[config.mk]
export PLATFORM = sky130hd
export DESIGN_NAME = mask_operand_stage
export DESIGN_NICKNAME = d
export VERILOG_FILES = /design/src/rtl/mask_pkg.sv /design/src/rtl/mask_operand_stage.sv
export SDC_FILE = /design/constraint.sdc
export NUM_CORES = 1
export LEC_CHECK = 0
export BUFFER_PORTS_ARGS = -buffer_cell sky130_fd_sc_hd__buf_2
export CORE_ASPECT_RATIO = 0.75
export CORE_MARGIN = 2
export CORE_UTILIZATION = 35
export CTS_CLUSTER_DIAMETER = 100
export CTS_CLUSTER_SIZE = 14
export DETAILED_ROUTE_END_ITERATION = 8
export PLACE_DENSITY = 0.56
export SLEW_MARGIN = 20
export SYNTH_ARGS = -nofsm -noshare
export SYNTH_HDL_FRONTEND = slang
export SYNTH_SLANG_ARGS = --single-unit
[constraint.sdc]
create_clock -name clk -period 3.7 [get_ports clk]
set_input_delay 0.185 -clock clk [delete_from_list [all_inputs] [get_ports clk]]
set_output_delay 0.185 -clock clk [all_outputs]
set_load 0.01 [all_outputs]
[src/rtl/mask_pkg.sv]
// Shared types and helpers for the multiplier operand-preparation stage.
//   operand_pair_t : one masked operand pair as presented to the multiplier
//   skid_state_e   : occupancy of the two-entry skid buffer
//   apply_mask     : logical right shift of a raw operand
//   mask_lost      : OR of the bits discarded by that shift
package mask_pkg;

  localparam int MASK_W     = 64;  // widest operand the helpers accept
  localparam int PAIR_OUT_W = 32;  // multiplier operand width

  typedef struct packed {
    logic [PAIR_OUT_W-1:0] a;
    logic [PAIR_OUT_W-1:0] b;
    logic                  lost;
  } operand_pair_t;

  typedef enum logic [1:0] {
    EMPTY = 2'd0,
    ONE   = 2'd1,
    TWO   = 2'd2
  } skid_state_e;

  function automatic logic [MASK_W-1:0] apply_mask(input logic [MASK_W-1:0] x,
                                                   input int unsigned       shift);
    return x >> shift;
  endfunction

  // A zero shift gives an all-zero mask, so nothing is ever reported lost.
  function automatic logic mask_lost(input logic [MASK_W-1:0] x,
                                     input int unsigned       shift);
    logic [MASK_W-1:0] low_mask;
    low_mask = (MASK_W'(1) << shift) - MASK_W'(1);
    return |(x & low_mask);
  endfunction

endpackage

[src/rtl/mask_operand_stage.sv]
// Registered operand-preparation stage feeding the 32-bit multiplier.
// Each accepted raw pair is right-shifted by SHIFT, zero-extended to OUT_W
// and held in a two-entry skid buffer so back-pressure never drops data.
//
// Ports:
//   clk, rst              clock, asynchronous active-high reset
//   in_valid/in_ready     upstream handshake
//   in_a, in_b            raw operands (IN_W)
//   out_valid/out_ready   downstream handshake
//   out_a, out_b          masked, zero-extended operands (OUT_W)
//   out_lost              non-zero bits were shifted out of this pair
//   xfer_count            pairs delivered since reset (wraps)
//
// state | meaning
// EMPTY | no pair held, outputs invalid
// ONE   | main register holds the head pair
// TWO   | main and skid both full, upstream stalled
module mask_operand_stage
  import mask_pkg::*;
#(
  parameter int IN_W  = 16,
  parameter int OUT_W = 32,
  parameter int SHIFT = 1,
  parameter int CNT_W = 16
) (
  input  logic             clk,
  input  logic             rst,
  input  logic             in_valid,
  output logic             in_ready,
  input  logic [IN_W-1:0]  in_a,
  input  logic [IN_W-1:0]  in_b,
  output logic             out_valid,
  input  logic             out_ready,
  output logic [OUT_W-1:0] out_a,
  output logic [OUT_W-1:0] out_b,
  output logic             out_lost,
  output logic [CNT_W-1:0] xfer_count
);

  typedef struct packed {
    logic [OUT_W-1:0] a;
    logic [OUT_W-1:0] b;
    logic             lost;
  } pair_t;

  skid_state_e state_q, state_d;
  pair_t       main_q, skid_q, in_pair;
  logic        accept, deliver;
  logic        load_main, load_skid, main_from_skid;

  assign in_ready  = (state_q != TWO);
  assign out_valid = (state_q != EMPTY);
  assign accept    = in_valid && in_ready;
  assign deliver   = out_valid && out_ready;

  always_comb begin
    in_pair.a    = OUT_W'(apply_mask(MASK_W'(in_a), SHIFT));
    in_pair.b    = OUT_W'(apply_mask(MASK_W'(in_b), SHIFT));
    in_pair.lost = mask_lost(MASK_W'(in_a), SHIFT) || mask_lost(MASK_W'(in_b), SHIFT);
  end

  always_comb begin
    state_d        = state_q;
    load_main      = 1'b0;
    load_skid      = 1'b0;
    main_from_skid = 1'b0;
    case (state_q)
      EMPTY: begin
        if (accept) begin
          load_main = 1'b1;
          state_d   = ONE;
        end
      end
      ONE: begin
        if (accept && !deliver) begin
          load_skid = 1'b1;
          state_d   = TWO;
        end else if (accept && deliver) begin
          load_main = 1'b1;
        end else if (deliver) begin
          state_d = EMPTY;
        end
      end
      TWO: begin
        if (deliver) begin
          main_from_skid = 1'b1;
          state_d        = ONE;
        end
      end
      default: state_d = EMPTY;
    endcase
  end

  // Registers load only on accept, so undefined inputs in idle cycles never reach them.
  always_ff @(posedge clk or posedge rst) begin
    if (rst) begin
      state_q    <= EMPTY;
      main_q     <= '0;
      skid_q     <= '0;
      xfer_count <= '0;
    end else begin
      state_q <= state_d;
      if (load_main)           main_q <= in_pair;
      else if (main_from_skid) main_q <= skid_q;
      if (load_skid)           skid_q <= in_pair;
      if (deliver)             xfer_count <= xfer_count + CNT_W'(1);
    end
  end

  assign out_a    = main_q.a;
  assign out_b    = main_q.b;
  assign out_lost = main_q.lost;

endmodule
==> results.json, run 1 <==
{
  "worstPathMaxFanout": 17,
  "cts.path.max_buffers": 2,
  "async_flop_share_pct": 100.0,
  "hold_class": "in -> reg",
  "clock_latency_ns": 0.32,
  "finalSetupViolations": 0,
  "grt_pass1_wl_um": 12490,
  "hold_viol": 0,
  "p_leak_nw": 2.257,
  "cp_common_cell": "nor2b_4",
  "clkSinkCount": 80,
  "avgViaCountPerCell": 4.532,
  "vdd_drop_max_v": 0.0002716,
  "drc_errors": 0,
  "slowest_delay_ns": 0.60,
  "gr-usage-all-layers_pct": 14.10,
  "avgSynthCellArea_um2": 11.93,
  "tns_ns": 0,
  "synth_seq_cells": 80,
  "critical_path_class": "reg -> reg",
  "wl_met1_um": 3793,
  "synth_ff_type": "dfrtp_1",
  "tightest_slew_ns": 0.8484,
  "routedWlPerCell_um": 14.33,
  "clkSlewWorstSetupHoldPaths_ns": 0.06,
  "synth_cell_types": 35,
  "period_needed_ns": 2.198,
  "met3WireLength_um": 560,
  "crit_buf_inv": 1,
  "critPathCaptureType": "register",
  "cts_max_level": 3,
  "required_ns": 3.91,
  "drtPass1Iterations": 4,
  "fin_cells": 539,
  "powerDensity_mw_per_mm2": 661.8,
  "synth_area_mm2": 0.003757,
  "clockRootBuffer": "clkbuf_16",
  "slew_headroom_pct": 43.32,
  "seq_area_frac_synth_pct": 53.28,
  "start_util_pct": 36.23,
  "cp.arrival_ns": 2.41,
  "worstPathCellList": "nor2b_4 > nor2b_4 > buf_4 > mux2_2",
  "die_w_um": 123.6,
  "dr_wl_met2_um": 3330,
  "period_share_pct": 59.40,
  "vias": 2443,
  "top_layer_used": "met4",
  "gp_congestion": 0.7466,
  "drt_iter0_drc": 117,
  "cp-start-kind": "register",
  "syn_to_final_growth_pct": 18.12,
  "synth_warnings": 0,
  "antenna_found_initial": 0,
  "cts_setup_buffers": 0,
  "max_freq_mhz": 455.0,
  "grt-ovfl-total": 0,
  "coreArea_mm2": 0.01037,
  "fp.dieH_um": 93.73,
  "first_global_vias": 2390,
  "grt_max_degree": 64,
  "cpMaxStageDelayCell": "nor2b_4",
  "status": "complete, no violations",
  "clock_skew_ns": 0.004288,
  "placedCellCount": 523,
  "cap_violations": 0,
  "drtAntennaViolNets": 0,
  "cts_buffers": 9,
  "dieArea_mm2": 0.01159,
  "slew_viol_final": 0,
  "synth_edf_count": 0,
  "drive_gt1_share_pct": 36.23,
  "final_common_cell": "buf_2",
  "hpwl_um": 5206,
  "fin_nets": 436,
  "crit_family": "simple AND/OR/NAND/NOR gates",
  "io_pins": 119,
  "port_buffers": 84,
  "rsz0062_at_grt": "no",
  "rows": 32,
  "synthCells": 315,
  "cts_tree": "yes",
  "drt-total-wl_um": 7722,
  "final_cell_mix": "84 x buf_2, 80 x dfrtp_1, 69 x nand2_1",
  "diodes": 0
}
-- metrics by stage --
stage	power [mW]	hold WS [ns]	utilization, %	cell area [um2]	worst slack, ns
after floorplan	1.811	0.2481	-	3881	1.463
after global placement	1.992	0.4312	39.58	4104	1.560
after detailed placement	2.009	0.2881	39.61	4108	1.503
after CTS	2.979	0.08723	42.80	4438	1.496
after global routing	3.118	0.09585	42.80	4438	1.371
final	2.937	0.1042	42.80	4438	1.502
-- where the power goes --
part           total (mW)  leakage (nW)  internal, mW  switching (mW)
sequential           1.31         0.985          1.13           0.173
clock               0.943         0.155         0.605           0.338
combinational       0.687          1.12         0.364           0.324
-- layout make-up --
class                           instances  area (um2)
Fill cell                            1028        5932
Sequential cell                        80        2002
Multi-Input combinational cell        218        1476
Timing Repair Buffer                   89       460.4
Clock buffer                           10       239.0
Tap cell                              136       170.2
Clock inverter                          5       81.33
Inverter                                1       8.758
-- cells in the mapped netlist (2+ instances only) --
master    n  share of area, %
buf_6    11               3.3
xor2_1    4              0.93
a22oi_1  30               6.0
nand2_1  69               6.9
nor2b_4   2              0.73
dfrtp_1  80                53
a21oi_1   5              0.67
buf_2     4              0.53
buf_4    34               6.8
xnor2_1  11               2.6
nand4_1   3              0.50
and2_1    2              0.33
mux2_4   28                11
nor2_1    6              0.60
mux2_2    2              0.60
nand3_1   5              0.67
-- cells by family (layout without fill, tap and decap cells) --
| kind of cell | count (synthesis) | count (layout) | synth area share [%] |
|---|---|---|---|
| flip-flops | 80 | 80 | 53.28 |
| AO/OA/AOI/OAI | 40 | 40 | 8.026 |
| buffers and inverters | 50 | 105 | 10.72 |
| multiplexers | 30 | 30 | 11.79 |
| adder cells (fa/ha/maj) | 1 | 1 | 0.3329 |
| AND/OR/NAND/NOR | 98 | 98 | 12.25 |
| XOR/XNOR | 15 | 15 | 3.496 |
| other | 1 | 34 | 0.09980 |
-- worst min-delay path: stages --
cell	delay (ns)
buf_2	0.09
a22oi_1	0.07
nand2_1	0.05
-- flip-flops by register name, indices dropped and copies added, names as in the netlist --
name        flops
out_a          15
skid_q         31
state_q         2
xfer_count     16
out_lost        1
out_b          15
-- layer usage --
metal / vias to the layer above / GRT usage [%]
li1: 1169 / -
met1: 1178 / 20.77
met2: 92 / 19.55
met3: 4 / 4.733
met4: 0 / 3.977
met5: - / 0
-- path summary, 6_finish.rpt --
check                                      startpoint                         end  slack (ns)  cells past startpoint
hold / removal                               in_b[10]        out_b[9]$_DFFE_PP0P_        0.10                      3
setup / recovery               state_q[1]$_DFFE_PP0P_      skid_q[47]$_DFFE_PP0P_        1.50                      4
setup reg to reg               state_q[1]$_DFFE_PP0P_      skid_q[47]$_DFFE_PP0P_        1.50                      4
max in group asynchronous                         rst  xfer_count[15]$_DFFE_PP0P_        2.58                      4
min in group asynchronous                         rst        out_b[9]$_DFFE_PP0P_        0.46                      3
hold reg to reg            xfer_count[15]$_DFFE_PP0P_  xfer_count[15]$_DFFE_PP0P_        0.46                      1
-- repair_timing --
item,CTS,global route
hold buffers,1,0
gates resized for setup,0,0
endpoints found under the hold margin,62,0
Note: power is estimated with default switching activity, not from simulation.
==> run 2: changes to the inputs <==
==> constraint.sdc (replaced) <==
create_clock -name clk -period 2.15 [get_ports clk]
set_input_delay 0.1075 -clock clk [delete_from_list [all_inputs] [get_ports clk]]
set_output_delay 0.1075 -clock clk [all_outputs]
set_load 0.01 [all_outputs]
==> results.json, run 2 (synthesized netlist as in run 1, its figures left out) <==
{
  "ctsResizeCount": 0,
  "cts.path.max_buffers": 2,
  "die_w_um": 123.6,
  "syn_to_final_growth_pct": 18.65,
  "fin_nets": 437,
  "start_util_pct": 36.23,
  "clkSlewWorstSetupHoldPaths_ns": 0.06,
  "hp-start": "in_b[2]",
  "finalSetupViolations": 0,
  "fin_util_pct": 42.99,
  "cts_setup_buffers": 0,
  "largest_reg_flops": 31,
  "crit_family": "compound AO/OA/AOI/OAI gates",
  "min_to": "out_b[1]$_DFFE_PP0P_",
  "hold_viol": 0,
  "r2r_setup_slack_ns": 0.41,
  "status": "complete, no violations",
  "cpMaxStageDelayCell": "a21oi_4",
  "gp_congestion": 0.7005,
  "sw_frac_of_total_pct": 28.26,
  "drtPass1Iterations": 4,
  "grt_pass1_wl_um": 12500,
  "vdd_drop_max_v": 0.0004007,
  "reg2reg_depth": 4,
  "hpwl_um": 5072,
  "powerDensity_mw_per_mm2": 1130,
  "clock_skew_ns": 0.007501,
  "rows": 32,
  "cp-start-kind": "register",
  "hold_depth": 3,
  "regToRegEndpoint": "out_b[13]$_DFFE_PP0P_",
  "gr-usage-all-layers_pct": 14.20,
  "clkPwrFrac_pct": 31.7,
  "period_needed_ns": 1.736,
  "clock_latency_ns": 0.33,
  "cp_common_cell": "nand2_1",
  "vias": 2477,
  "final_common_cell": "buf_2",
  "tns_ns": 0,
  "drtAntennaViolNets": 0,
  "diodes": 0,
  "slowest_delay_ns": 0.66,
  "design_area_mm2": 0.004458,
  "cts_tree": "yes",
  "p_comb_share_pct": 23.8,
  "reg_top3": "skid_q (31), xfer_count (16)",
  "coreArea_mm2": 0.01037,
  "cp.arrival_ns": 2.00,
  "intPower_mw": 3.614,
  "worstPathMaxFanout": 30,
  "slew_headroom_pct": 42.90,
  "io_pins": 119,
  "power.switching_mw": 1.424,
  "seqPwrFrac_pct": 44.5,
  "antenna_found_initial": 0,
  "slew_viol_final": 0,
  "routedWlPerCell_um": 14.42,
  "grt-ovfl-total": 0,
  "drc_errors": 0,
  "clkSinkCount": 80,
  "period_share_pct": 80.75,
  "crit_buf_inv": 0,
  "cts_max_level": 3,
  "tightest_slew_ns": 0.8546,
  "r2r-start": "state_q[0]$_DFFE_PP0P_",
  "critPathCaptureType": "register",
  "max_freq_mhz": 576.0,
  "first_global_vias": 2413,
  "required_ns": 2.41,
  "rsz0062_at_grt": "no",
  "cts_buffers": 9,
  "fp.dieH_um": 93.73,
  "worstPathCellList": "and3b_1 > a21oi_4 > nand2_1 > nand2_1",
  "avgViaCountPerCell": 4.596,
  "dieArea_mm2": 0.01159,
  "drt-total-wl_um": 7772,
  "regMostFlops": "skid_q",
  "p_leak_nw": 2.265,
  "clockRootBuffer": "clkbuf_16",
  "final_cell_mix": "84 x buf_2, 80 x dfrtp_1, 69 x nand2_1",
  "grt_max_degree": 41,
  "port_buffers": 84,
  "dpl-instance-area_mm2": 0.004139,
  "critical_path_class": "reg -> reg",
  "p_total_mw": 5.037,
  "drt_iter0_drc": 90,
  "drive_gt1_share_pct": 36.23,
  "cap_violations": 0,
  "hold_class": "in -> reg"
}
==> run 2: cell count changes in the layout (fill, tap and decap cells not counted) <==
| cell | previous run | this run |
|---|---|---|
| clkinv_2 | 1 | 2 |
| buf_12 | 0 | 2 |
| buf_4 | 4 | 3 |
| clkinv_4 | 2 | 0 |
==> run 2: routing by layer <==
layer	part of all wire (%)	global-route usage (%)	wire length, um	vias to the layer above
met5	0	0	0	-
met4	1.2	4.261	91	0
met3	6.3	4.672	493	11
met2	44	19.78	3403	75
met1	49	20.78	3783	1228
li1	-	-	-	1163
==> run 2: power by group through the flow <==
stage / clock network (mW) / registers (mW) / logic, mW
after floorplan: 0 / 2.31 / 0.810
after global placement: 0 / 2.25 / 1.18
after detailed placement: 0 / 2.26 / 1.21
after CTS: 1.65 / 2.24 / 1.22
after global routing: 1.72 / 2.30 / 1.33
final: 1.60 / 2.24 / 1.20
==> run 2: tightest hold or removal path: stages <==
cell	delay (ns)
buf_2	0.09
a22oi_1	0.07
nand2_1	0.05
==> run 2: how the worst max path moves through the flow <==
stage	startpoint	end	slack, ns	depth (start not counted)
6_report	state_q[0]$_DFFE_PP0P_	out_b[13]$_DFFE_PP0P_	0.41	4
5_1_grt	state_q[0]$_DFFE_PP0P_	out_b[14]$_DFFE_PP0P_	0.23	4
4_1_cts	state_q[0]$_DFFE_PP0P_	out_b[13]$_DFFE_PP0P_	0.39	4
3_5_place_dp	state_q[0]$_DFFE_PP0P_	out_a[6]$_DFFE_PP0P_	0.41	4
3_3_place_gp	state_q[0]$_DFFE_PP0P_	out_b[12]$_DFFE_PP0P_	0.45	4
2_1_floorplan	state_q[1]$_DFFE_PP0P_	skid_q[10]$_DFFE_PP0P_	0.67	5
==> run 2: repair_timing <==
action	in CTS	in global routing
hold buffers	1	0
endpoints found under the hold margin	40	0
endpoints found under the setup margin	0	0
==> run 2: layout make-up <==
cell class | count | area, um2
repair buffers | 90 | 493.0
multi-input cells | 218 | 1476
clock inverters | 4 | 70.07
well taps | 136 | 170.2
flip-flops and latches | 80 | 2002
fillers | 1025 | 5912
clock buffers | 10 | 239.0
inverters | 1 | 7.507
==> run 2: through the flow <==
| stage | setup slack [ns] | instances | hold slack [ns] |
|---|---|---|---|
| 6_report | 0.4138 | 539 | 0.02493 |
| 2_1_floorplan | 0.6732 | 348 | 0.1706 |
| 3_3_place_gp | 0.4490 | 524 | -0.002069 |
| 3_5_place_dp | 0.4098 | 524 | -0.002541 |
| 4_1_cts | 0.3914 | 539 | 0.01040 |
| 5_1_grt | 0.2252 | 539 | 0.01133 |
==> run 3: changes to the inputs <==
--- a/config.mk
+++ b/config.mk
@@ -12,7 +12,7 @@
 export CTS_CLUSTER_DIAMETER = 100
 export CTS_CLUSTER_SIZE = 14
 export DETAILED_ROUTE_END_ITERATION = 8
-export PLACE_DENSITY = 0.56
+export PLACE_DENSITY = 0.59
 export SLEW_MARGIN = 20
 export SYNTH_ARGS = -nofsm -noshare
 export SYNTH_HDL_FRONTEND = slang
==> constraint.sdc (replaced) <==
create_clock -name clk -period 1.49 [get_ports clk]
set_input_delay 0.0745 -clock clk [delete_from_list [all_inputs] [get_ports clk]]
set_output_delay 0.0745 -clock clk [all_outputs]
set_load 0.01 [all_outputs]
==> results.json, run 3 (synthesized netlist as in run 1, its figures left out) <==
{
  "drt_iter0_drc": 75,
  "drive_gt1_share_pct": 35.96,
  "drc_errors": 0,
  "cts_max_level": 3,
  "fin_cells": 581,
  "fin_util_pct": 47.15,
  "clkSlewWorstSetupHoldPaths_ns": 0.06,
  "period_share_pct": 95.24,
  "hold_viol": 0,
  "dieArea_mm2": 0.01159,
  "fin_nets": 478,
  "max_freq_mhz": 704.7,
  "routedWlPerCell_um": 13.46,
  "cts_buffers": 9,
  "power.switching_mw": 2.085,
  "vdd_drop_max_v": 0.0008235,
  "cts_tree": "yes",
  "powerDensity_mw_per_mm2": 1496,
  "syn_to_final_growth_pct": 30.14,
  "placedCellCount": 536,
  "cts.path.max_buffers": 2,
  "gr-usage-all-layers_pct": 14.01,
  "antenna_found_initial": 0,
  "diodes": 0,
  "reg_top3": "skid_q (31), xfer_count (16)",
  "required_ns": 1.42,
  "seq_area_mm2": 0.002004,
  "drtPass1Iterations": 4,
  "regMostFlops": "skid_q",
  "worstPathMaxFanout": 5,
  "status": "complete, no violations",
  "grt-ovfl-total": 0,
  "rsz0062_at_grt": "no",
  "grt_max_degree": 81,
  "largest_reg_flops": 31,
  "fp.dieH_um": 93.73,
  "first_global_vias": 2448,
  "cp.arrival_ns": 1.34,
  "clockRootBuffer": "clkbuf_16",
  "cap_violations": 0,
  "start_util_pct": 36.23,
  "multi_input_area_mm2": 0.001476,
  "gp_congestion": 0.6947,
  "finalSetupViolations": 0,
  "critPathCaptureType": "primary output",
  "slew_viol_final": 0,
  "die_w_um": 123.6,
  "critical_path_class": "reg -> out",
  "cts_setup_buffers": 0,
  "p_leak_nw": 2.458,
  "final_cell_mix": "84 x buf_2, 78 x dfrtp_1, 69 x nand2_1",
  "io_pins": 119,
  "clkPwrFrac_pct": 29.3,
  "grt_pass1_wl_um": 12390,
  "drtAntennaViolNets": 0,
  "drt-total-wl_um": 7820,
  "port_buffers": 84,
  "sw_frac_of_total_pct": 28.51,
  "rows": 32,
  "intPower_mw": 5.228,
  "clkSinkCount": 80,
  "tns_ns": 0,
  "p_comb_share_pct": 27.0,
  "period_needed_ns": 1.419,
  "hpwl_um": 5201,
  "vias": 2591,
  "coreArea_mm2": 0.01037,
  "fillCellCount": 995,
  "clock_skew_ns": 0.005046,
  "clock_latency_ns": 0.33,
  "cp-start-kind": "register",
  "seqPwrFrac_pct": 43.7,
  "avgViaCountPerCell": 4.460,
  "final_common_cell": "buf_2",
  "hold_class": "in -> reg"
}
[run 3: cell count changes in the layout (fill, tap and decap cells not counted), sizes merged]
cell	before	now
clkinv	2	3
bufinv	2	1
dlygate4sd3	1	30
clkbuf	10	11
buf	89	101
[run 3: path summary, 6_finish.rpt]
path,endpoint,slack (ns),start,depth (start not counted)
worst max-delay path,out_valid,0.07,state_q[1]$_DFFE_PP0P_,3
worst max register to register,skid_q[15]$_DFFE_PP0P_,0.07,state_q[1]$_DFFE_PP0P_,4
min in group asynchronous,xfer_count[8]$_DFFE_PP0P_,0.41,rst,4
worst min-delay path,state_q[1]$_DFFE_PP0P_,0.01,out_ready,2
max in group asynchronous,state_q[0]$_DFFE_PP0P_,0.72,rst,4
worst min register to register,out_b[6]$_DFFE_PP0P_,0.46,out_b[6]$_DFFE_PP0P_,2
[run 3: power groups by stage]
stage	clock (mW)	combinational [mW]	sequential [mW]
after global routing	2.32	2.18	3.26
after floorplan	0	1.17	3.33
after global placement	0	1.89	3.20
after CTS	2.23	2.00	3.19
final	2.15	1.97	3.19
after detailed placement	0	1.93	3.21
[run 3: final cells by class]
cell class                 instances  area share (%)
inverter                           1          0.1535
multi-input combinational        218           30.19
clock inverter                     4          0.9212
tap                              136           3.480
sequential                        80           40.99
timing repair buffer             131           19.29
clock buffer                      11           4.964
[run 3: per-layer routing]
layer	global-route usage (%)	vias to the layer above	share of wire, %
met3	4.369	10	5.9
met5	0	-	0
met4	4.261	0	1.2
met1	19.86	1257	48
met2	20.42	77	45
li1	-	1247	-
[run 3: through the flow]
stage / cell area (um2) / power [mW] / hold WS [ns] / worst slack (ns)
global placement: 4292 / 5.088 / 0.2284 / 0.07223
floorplan: 3885 / 4.498 / 0.1376 / 0.01321
finish: 4890 / 7.313 / 0.01133 / 0.07088
global route: 4890 / 7.754 / 0.01361 / 0.0008888
CTS: 4883 / 7.422 / 0.002777 / 0.009336
detailed placement: 4292 / 5.142 / 0.2312 / 0.01441
[run 3: worst max-delay path, cell delays in order (launching register included)]
cell	delay, ns
dfrtp_2	0.44
buf_6	0.14
or2_2	0.29
buf_2	0.15
[run 3: timing repair]
| item | 4_1_cts | 5_1_grt |
|---|---|---|
| pin swaps | 0 | 0 |
| resized for setup | 1 | 3 |
| hold endpoints to repair | 137 | 0 |
| hold buffers | 30 | 0 |
| gates cloned | 0 | 0 |
| endpoints found under the setup margin | 1 | 53 |
